==> src/rtl/speed_decode.sv <==
// speed_decode
//   Measures the rising-edge-to-rising-edge period of an asynchronous speed
//   pulse train, rejects glitches shorter than MIN_PERIOD, flags boosted
//   rates (period < BOOST_THRESH) and declares a stall after TIMEOUT cycles
//   without an accepted rise.
//
//   Ports
//     clk           system clock, all state changes on its rising edge
//     rst_n         asynchronous active-low reset
//     speed_in      asynchronous speed pulse train
//     period_out    last accepted period in cycles (0 when stalled)
//     period_strobe one-cycle pulse when period_out updates
//     period_valid  period_out holds a live measurement
//     boost         live period is below BOOST_THRESH
//     stalled       no pulse train present (state IDLE)
//
//   Legal parameters: MIN_PERIOD >= 2, MIN_PERIOD < TIMEOUT < 2**PERIOD_W.
//
//   state | meaning
//   ------+----------------------------------------------------------
//   IDLE  | no pulse train; cnt held at 0; first rise only arms
//   ARMED | one rise seen, counting towards the first full period
//   RUN   | at least one period accepted; period_out is live

module speed_decode #(
    parameter int PERIOD_W     = 16,
    parameter int TIMEOUT      = 50000,
    parameter int MIN_PERIOD   = 4,
    parameter int BOOST_THRESH = 1000
) (
    input  logic                clk,
    input  logic                rst_n,
    input  logic                speed_in,
    output logic [PERIOD_W-1:0] period_out,
    output logic                period_strobe,
    output logic                period_valid,
    output logic                boost,
    output logic                stalled
);

    typedef enum logic [1:0] {
        IDLE  = 2'd0,
        ARMED = 2'd1,
        RUN   = 2'd2
    } state_t;

    localparam logic [PERIOD_W-1:0] MIN_P   = PERIOD_W'(MIN_PERIOD);
    localparam logic [PERIOD_W-1:0] BOOST_P = PERIOD_W'(BOOST_THRESH);
    localparam logic [PERIOD_W-1:0] TO_LAST = PERIOD_W'(TIMEOUT - 1);

    state_t              r_state;
    logic [PERIOD_W-1:0] r_cnt;
    logic                r_sync1;
    logic                r_sync2;
    logic                r_sync3;
    logic                r_primed;
    logic                r_seen_low;
    logic [PERIOD_W-1:0] r_period;
    logic                r_strobe;
    logic                r_valid;
    logic                r_boost;

    logic                w_rise;
    logic [PERIOD_W-1:0] w_cnt_inc;
    logic                w_accept;
    logic                w_timeout;

    // The synchronizer resets to 0, so a line already high at release would
    // look like a rise. r_seen_low only opens the detector once a genuine
    // low sample (taken after reset, hence r_primed) has been observed.
    assign w_rise    = r_sync2 & ~r_sync3 & r_seen_low;
    // cnt never exceeds TIMEOUT-1 < 2**PERIOD_W, so the increment cannot wrap.
    assign w_cnt_inc = r_cnt + PERIOD_W'(1);
    assign w_accept  = w_rise && (w_cnt_inc >= MIN_P);
    assign w_timeout = (r_cnt == TO_LAST);

    always_ff @(posedge clk or negedge rst_n) begin
        if (!rst_n) begin
            r_state    <= IDLE;
            r_cnt      <= '0;
            r_sync1    <= 1'b0;
            r_sync2    <= 1'b0;
            r_sync3    <= 1'b0;
            r_primed   <= 1'b0;
            r_seen_low <= 1'b0;
            r_period   <= '0;
            r_strobe   <= 1'b0;
            r_valid    <= 1'b0;
            r_boost    <= 1'b0;
        end else begin
            r_sync1  <= speed_in;
            r_sync2  <= r_sync1;
            r_sync3  <= r_sync2;
            r_primed <= 1'b1;
            if (r_primed && !r_sync1) begin
                r_seen_low <= 1'b1;
            end
            r_strobe <= 1'b0;

            case (r_state)
                IDLE: begin
                    r_cnt <= '0;
                    if (w_rise) begin
                        r_state <= ARMED;
                    end
                end
                ARMED, RUN: begin
                    // An accepted rise wins over a timeout in the same cycle.
                    if (w_accept) begin
                        r_state  <= RUN;
                        r_cnt    <= '0;
                        r_period <= w_cnt_inc;
                        r_strobe <= 1'b1;
                        r_valid  <= 1'b1;
                        r_boost  <= (w_cnt_inc < BOOST_P);
                    end else if (w_timeout) begin
                        r_state  <= IDLE;
                        r_cnt    <= '0;
                        r_period <= '0;
                        r_valid  <= 1'b0;
                        r_boost  <= 1'b0;
                    end else begin
                        r_cnt <= w_cnt_inc;
                    end
                end
                default: begin
                    r_state <= IDLE;
                    r_cnt   <= '0;
                end
            endcase
        end
    end

    assign period_out    = r_period;
    assign period_strobe = r_strobe;
    assign period_valid  = r_valid;
    assign boost         = r_boost;
    assign stalled       = (r_state == IDLE);

endmodule

==> config.mk <==
export PLATFORM = sky130hd
export DESIGN_NAME = speed_decode
export DESIGN_NICKNAME = d
export VERILOG_FILES = /design/src/rtl/speed_decode.sv
export SDC_FILE = /design/constraint.sdc
export NUM_CORES = 1
export LEC_CHECK = 0
export ABC_AREA = 0
export BUFFER_PORTS_ARGS = -buffer_cell sky130_fd_sc_hd__clkbuf_2
export CORE_MARGIN = 2
export CORE_UTILIZATION = 30
export CTS_CLUSTER_DIAMETER = 200
export DETAILED_ROUTE_END_ITERATION = 7
export RECOVER_POWER = 25
export SYNTH_ARGS = -nofsm -noshare
export SYNTH_HDL_FRONTEND = slang
export SYNTH_SLANG_ARGS = --single-unit
==> constraint.sdc <==
create_clock -name clk -period 2.45 [get_ports clk]
set_input_delay 0.3675 -clock clk [delete_from_list [all_inputs] [get_ports clk]]
set_output_delay 0.3675 -clock clk [all_outputs]
set_load 0.01 [all_outputs]
* Word-level counts from Yosys, hierarchy flattened
Cells that the tools add are included.
** Operators by class
- Order comparisons :: 2
- Equal/unequal tests :: 5
- Bitwise logic cells :: 3
- Reductions and logical operators :: 8
- Mux-type cells :: 14
- $add $sub $neg :: 1
** Operators with widths (number)
- 16-bit 2-to-1 mux :: 5
- 16-bit by 1-bit adder with 16-bit output (second input constant) :: 1
- 16-bit == test (second input constant) :: 1
- 16-bit by 3-bit >= comparator with 1-bit output (second input constant) :: 1
- 16-bit by 10-bit < comparator with 1-bit output (second input constant) :: 1
- 2-bit 2-to-1 mux :: 3
- 1-bit 2-to-1 mux :: 5
- 2-bit case mux with 2 select lines :: 1
- 2-bit AND reduction :: 2
- 3-bit != test (second input constant) :: 1
- 1-bit bitwise AND :: 2
- 2-bit by 1-bit == test with 1-bit output (second input constant) :: 1
- 2-bit == test (second input constant) :: 1
- 1-bit logical AND :: 2
- 2-bit logical NOT :: 1
- 2-bit by 1-bit != test with 1-bit output (second input constant) :: 1
- 2-bit nonzero test :: 1
- 2-bit OR reduction :: 1
- 1-bit logical NOT :: 1
- 1-bit NOT :: 1
** Storage, ports and cells
- Register bits :: 42
- Input port bits :: 3

* Depth between registers and ports, before layout
Gate-level depths: netlist (run 1).
- Word-level depth :: 6
- Depth in mapped cells :: 9
- Mapped depth without buffers :: 7

* Worst setup path after synthesis (run 1)
No wires, ideal clock.
- Kind :: register to register
- Start point :: register r_cnt[0]
- End point :: register r_valid, in the netlist period_valid
- Data required time :: 2.332 ns
- Data arrival time :: 2.229 ns
- Slack :: 0.103 ns
- Stages on the path, launching flop included :: 10
- Clock period less this slack :: 2.347 ns
- Cell sequence :: dfrtp_1 -> ha_1 -> nand4_4 -> or4_4 -> nor4_2 -> o311a_2 -> a31oi_1 -> buf_6 -> buf_6 -> a21o_1
** On the way
- Cells in the longest elaborated chain, start to end :: 5
** Ends and longest elaborated chain
- from (decl) :: line 52 : logic [PERIOD_W-1:0] r_cnt;
- from (signal assigned) :: line 123 : r_cnt <= w_cnt_inc;
- 16-bit by 1-bit adder with 16-bit output :: line 73 : assign w_cnt_inc = r_cnt + PERIOD_W'(1);
- 16-bit by 3-bit >= comparator with 1-bit output :: line 74 : assign w_accept = w_rise && (w_cnt_inc >= MIN_P);
- 1-bit logical AND :: line 74
- 2-bit nonzero test (no line)
- 2-bit AND reduction (no line)
- to (signal assigned) :: line 88 : r_valid <= 1'b0;
- to (signal assigned) :: line 114 : r_valid <= 1'b1;
- to (signal assigned) :: line 120 : r_valid <= 1'b0;
- to (decl) :: line 60 : logic r_valid;
Parallel ways exist; a longest one is shown, timed or not.
A chain may end at the register's enable or synchronous reset.

* Final worst setup path (run 1)
- Start point :: register r_cnt[1]
- End point :: register r_cnt[3]
** On the way
- Cells in the longest elaborated chain, start to end :: 5
** Ends and longest elaborated chain
- 16-bit by 1-bit adder with 16-bit output :: line 73
- 16-bit by 3-bit >= comparator with 1-bit output :: line 74
- 1-bit logical AND :: line 74
- 16-bit 2-to-1 mux * :: line 109 : if (w_accept) begin
- 16-bit 2-to-1 mux * :: line 100 : case (r_state)
Mark *: on every way between the ends. The rest lies on a longest branch, timed or not.

==> flow_summary.toml, run 1 <==
[run_status]
status = "completed"

[layout]
fill_cells = 682
drive_above_1_share = 0.289
syn2layout_area_growth_pct = 25.8
num_antenna_cells = 0
finalInstanceArea_um2 = 2630
nets = 254

[routing]
wire_per_inst_um = 14.9
drcViolationCount = 0
ant_nets = 0
drt_iter0_drc = 59
vias = 1675
first_pass_iters = 4
wl_um = 4890
vias_per_cell = 5.09

[clock_tree]
cts_buffers = 5
clockBufferDepth = 2
cts_tree = "done"
cts_sinks = 42
root_buffer = "clkbuf_8"
clk_pin_slew_ps = 80
cts_hold_buf = 0
h-tree-depth = 2
clk_latency_ps = 300

[global_route]
grt-busiest-layer = "met2"
grt_max_degree = 43
grt_pass1_vias = 1665
grt_usage = 0.142
overflow = 0
met3_usage = 0.0332
antenna_found_initial = 0
gr-usage-met1 = 0.204
met2_usage = 0.211
grt_pass1_wl_um = 8540

[flow_run]
max_cap_violations = 0

[die]
dieArea_um2 = 7640
start_util = 0.309
core_area_um2 = 6760
io_pins = 23
row_count = 30
chipWidth_um = 87.4
dieHeight_um = 87.4

[synthesis]
netlist_area_um2 = 2090
synth_cells = 207
yosys.area.top_type_share = 0.504
ys_seq_elements = 42
synth_edf_count = 0
ys_warn_count = 0
synth_area_leaders = "dfrtp_1, mux2i_1, nand2_1"
synth_area_per_cell_um2 = 10.1
async_flop_share = 1.00
synth.distinct_cells = 43
synth_top_area_cell = "dfrtp_1"
ys_seq_area_frac = 0.504
syn-num-nets = 213
synth_flop_cell = "dfrtp_1"

[sta]
fin_crit_sh = 0.947
rsz0062_at_grt = "no"
final-setup-viol-count = 0
clock_skew_ps = 7.21
worst_pin_slew_ps = 1050
max_freq_mhz = 431
slew_headroom = 0.297
period_needed_ps = 2320
tns_ps = 0
hold_viol = 0
slew_violations = 0

[place]
hpwlAfterDp_um = 3360
place_area_um2 = 2400
portBuffers = 22
place.gp.congestion = 0.841

[setup_path]
crit_fanout = 8
cp_top_family = "simple AND/OR/NAND/NOR gates"
critical_path_class = "flip-flop to flip-flop"
required_ps = 2660
cp_slowest_stage_delay_ps = 580
crit_buf_inv = 1
cp-start-kind = "flip-flop"
worstPathArrival_ps = 2530
cpMaxStageDelayCell = "or4_4"
cp_cell_sequence = "ha_2 -> nand4_4 -> or4_4 -> nor4_4 -> o311a_4 -> a31oi_1 -> buf_4 -> nor3_1"
worstSetupEndpointType = "flip-flop"

[pwr]
ir_worst_vdd_uv = 308
power.leakage_nw = 1.13
p_per_area_nw_per_um2 = 676
total_power_mw = 1.78

[hold_path]
min_path_type = "input port to flip-flop"
## layout by cell type, fill, tap and decap left out, drive strengths merged, types with 3 or more instances in the layout
| master | netlist | final |
|---|---|---|
| o21ai | 6 | 6 |
| buf | 8 | 24 |
| nand3 | 7 | 7 |
| clkbuf | 5 | 29 |
| nor4 | 9 | 9 |
| ha | 3 | 3 |
| nor3 | 19 | 19 |
| dfrtp | 42 | 42 |
| nor2 | 6 | 6 |
| and2 | 3 | 3 |
| xnor2 | 9 | 9 |
| or3 | 3 | 3 |
| inv | 10 | 10 |
| xor2 | 3 | 3 |
| nand4 | 6 | 6 |
| mux2i | 10 | 10 |
| a31oi | 3 | 3 |
| o22ai | 7 | 7 |
| nand2 | 26 | 26 |
## final timing paths
kind                            startpoint   endpoint  slack, ps  cells past startpoint
worst max-delay path              r_cnt[1]   r_cnt[3]        130                      8
worst min-delay path              speed_in    r_sync1        180                      1
min in group asynchronous            rst_n  r_cnt[12]        330                      2
worst max register to register    r_cnt[1]   r_cnt[3]        130                      8
worst min register to register     r_sync1    r_sync2        380                      0
max in group asynchronous            rst_n   r_cnt[7]       1390                      2
## sequential cells by signal (all words and copies together) (netlist names)
signal         flops
r_sync1            1
r_state            2
r_primed           1
r_sync2            1
period_strobe      1
period_valid       1
boost              1
r_cnt             16
r_seen_low         1
r_sync3            1
period_out        16
## synth_stat cells, drive strengths merged, types with 2 or more instances
master  number
xor2         3
mux2i       10
a31oi        3
nand4        6
and3         2
dfrtp       42
nor3        19
nand2       26
or2          2
nor2         6
and2         3
a21o         2
ha           3
inv         10
or3          3
o22ai        7
buf          8
or4          2
xnor2        9
o21ai        6
nand3        7
clkbuf       5
nor4         9
## worst reg2reg max path, stage by stage, from the launching register on
cell and delay [ps]:
dfrtp_1 370, ha_2 220, nand4_4 170, or4_4 580, nor4_4 160, o311a_4 250, a31oi_1 130, buf_4 190
nor3_1 170
## through the flow
stage / setup WS, ps / std cells / hold slack (ps) / util
floorplan: 103 / 207 / 71.9 / -
global placement: 148 / 317 / 361 / 0.356
detailed placement: 62.2 / 317 / 369 / 0.356
CTS: 33.2 / 325 / 149 / 0.377
global route: 3.32 / 329 / 171 / 0.389
finish: 131 / 329 / 176 / 0.389
## power breakdown
part / total [mW] / internal (mW) / leakage [nW] / switching, mW
combinational: 0.333 / 0.126 / 0.488 / 0.206
clock: 0.673 / 0.435 / 0.0714 / 0.239
sequential: 0.769 / 0.738 / 0.567 / 0.0306
## repair_timing
item	4_1_cts	5_1_grt
buffers inserted	0	4
endpoints found under the setup margin	0	34
gates resized for setup	0	12
endpoints found under the hold margin	0	0
## area by class of cell
cell class,instances,area [µm²],area share
Timing Repair Buffer,47,308,0.117
Tap cell,80,100,0.0381
Sequential cell,42,1050,0.401
Inverter,10,37.5,0.0143
Multi-Input combinational cell,142,986,0.375
Clock buffer,6,82.6,0.0314
Clock inverter,2,60.1,0.0229
## per-layer routing
metal  share of wire  wire length [µm]
met5               0                 0
met4           0.011                55
met3           0.029               143
met2            0.47              2300
met1            0.49              2400
## logic make-up after synthesis
group,count (synthesis),synth area share
AO/OA/AOI/OAI,25,0.0839
XOR/XNOR,12,0.0504
adder cells (fa/ha/maj),3,0.0180
buffers and inverters,23,0.0522
flip-flops,42,0.504
multiplexers,11,0.0534
other,1,0.00180
AND/OR/NAND/NOR,90,0.237
Power figures use the tool's default switching activity.
==> run 2, diff against run 1 <==
--- a/config.mk
+++ b/config.mk
@@ -11,6 +11,8 @@
 export CORE_UTILIZATION = 30
 export CTS_CLUSTER_DIAMETER = 200
 export DETAILED_ROUTE_END_ITERATION = 7
+export GPL_TIMING_DRIVEN = 0
+export PLACE_DENSITY = 0.57
 export RECOVER_POWER = 25
 export SYNTH_ARGS = -nofsm -noshare
 export SYNTH_HDL_FRONTEND = slang
==> constraint.sdc (replaced) <==
create_clock -name clk -period 2.8 [get_ports clk]
set_input_delay 0.42 -clock clk [delete_from_list [all_inputs] [get_ports clk]]
set_output_delay 0.42 -clock clk [all_outputs]
set_load 0.01 [all_outputs]
==> run 2 against run 1 <==
The flow now finishes with violations (max-capacitance violations, max-slew violations); clock-buffer cell count increased by 1; first-iteration DRC count increased by 37%; clock power decreased by 40%; via count decreased by 3.6%; highest routed layer unchanged.
==> flow_summary.toml, run 2 (synthesis results as in run 1) <==
[routing]
m1WireLength_um = 2360
highest_layer = "met4"
route.met3.wl_um = 160
drcViolationCount = 0
wl_um = 4860
ant_nets = 0
wire_per_inst_um = 15.3
vias_per_cell = 5.09
first_pass_iters = 4
wl_met2_um = 2210
drt_iter0_drc = 81
vias = 1615

[sta]
slew_violations = 43
hold_viol = 0
worst_pin_slew_ps = 2250
rsz0062_at_grt = "no"
slew_headroom = -0.497
period_needed_ps = 2610
tns_ps = 0
fin_crit_sh = 0.931
final-setup-viol-count = 0
max_freq_mhz = 383
clock_skew_ps = 5.78

[layout]
num_antenna_cells = 0
final_common_cell = "dfrtp_1"
mostFrequentLayoutCells = "dfrtp_1, nand2_1, clkbuf_2"
finalInstanceArea_um2 = 2410
fill_cells = 701
nets = 242
syn2layout_area_growth_pct = 15.6
drive_above_1_share = 0.203

[setup_path]
required_ps = 2990
reg2regPathDepth = 9
worstSetupEndpointType = "flip-flop"
reg2reg_slack_ps = 190
rr_endpoint = "period_valid"
cp-start-kind = "flip-flop"
worstPathArrival_ps = 2790
crit_fanout = 10
worstReg2RegStart = "r_cnt[0]"
critical_path_class = "flip-flop to flip-flop"

[die]
row_count = 30
chipWidth_um = 87.4
io_pins = 23
dieArea_um2 = 7640
dieHeight_um = 87.4
core_area_um2 = 6760
start_util = 0.309

[clock_tree]
root_buffer = "clkbuf_8"
cts_sinks = 42
h-tree-depth = 2
cts_buffers = 5
clk_latency_ps = 290
cts_tree = "done"
clockBufferDepth = 2
clk_pin_slew_ps = 80

[global_route]
grt_max_degree = 43
antenna_found_initial = 0
overflow = 0
grt_pass1_wl_um = 8510
grt_usage = 0.143
grt_pass1_vias = 1674

[hold_path]
holdPathStages = 1
min_path_type = "input port to flip-flop"
min-delay-start = "speed_in"
hold_end = "r_sync1"

[pwr]
total_power_mw = 1.33
ir_worst_vdd_uv = 290
p_per_area_nw_per_um2 = 549
power.leakage_nw = 1.03

[place]
hpwlAfterDp_um = 3530
portBuffers = 22
place.gp.congestion = 0.877
place_area_um2 = 2300

[flow_run]
max_cap_violations = 1

[run_status]
violations = "max-capacitance violations, max-slew violations"
status = "finished with violations"
[run 2: changes by cell type in the layout (fill, tap and decap cells not counted), sizes merged]
cell,delta
clkbuf,+5
buf,-16
bufinv,-2
clkinv,+1
[run 2: layer usage]
layer | up-vias | GRT usage
li1 | 792 | -
met1 | 784 | 0.197
met2 | 28 | 0.216
met3 | 11 | 0.0313
met4 | 0 | 0.0601
met5 | - | 0
[run 2: critical path, cell delays in order, from the launching register on]
cell     delay (ps)
dfrtp_1         400
ha_1            320
nand4_4         190
or4_4           560
nor4_2          150
o311a_2         280
a31oi_1         110
buf_6           190
buf_6           150
a21o_1          150
[run 2: worst max path at each step]
stage                   from  depth (start not counted)           end
floorplan           r_cnt[0]                          9  period_valid
global placement    r_cnt[0]                          8     r_cnt[12]
detailed placement  r_cnt[0]                          8      r_cnt[8]
CTS                 r_cnt[0]                          8     r_cnt[11]
global route        r_cnt[0]                          8     r_cnt[12]
finish              r_cnt[0]                          9  period_valid
[run 2: where the power goes]
part	internal [mW]	total [mW]	switching [mW]
clock network	0.199	0.402	0.203
registers	0.646	0.675	0.0288
logic	0.0785	0.248	0.170
total	0.924	1.33	0.402
[run 2: stage by stage]
step / std cells / worst slack [ps] / hold slack, ps / utilization
5_1_grt: 317 / 43.3 / 223 / 0.357
4_1_cts: 317 / 51.4 / 222 / 0.354
3_5_place_dp: 309 / 66.8 / 360 / 0.340
2_1_floorplan: 207 / 453 / 124 / -
6_report: 317 / 192 / 230 / 0.357
3_3_place_gp: 309 / 121 / 358 / 0.340
[run 2: repair_timing]
action                     in CTS  in global routing
hold buffers                    0                  0
setup buffers                   0                  0
gates resized for setup         0                  5
setup endpoints to repair       0                 18
[run 2: area by class of cell]
| class | count | area [µm²] | area share |
|---|---|---|---|
| tap | 80 | 100 | 0.0415 |
| clock buffer | 7 | 86.3 | 0.0358 |
| buffer | 13 | 71.3 | 0.0295 |
| sequential | 42 | 1050 | 0.435 |
| multi-input combinational | 142 | 953 | 0.395 |
| timing repair buffer | 22 | 109 | 0.0451 |
| clock inverter | 1 | 5.00 | 0.00207 |
| inverter | 10 | 37.5 | 0.0156 |
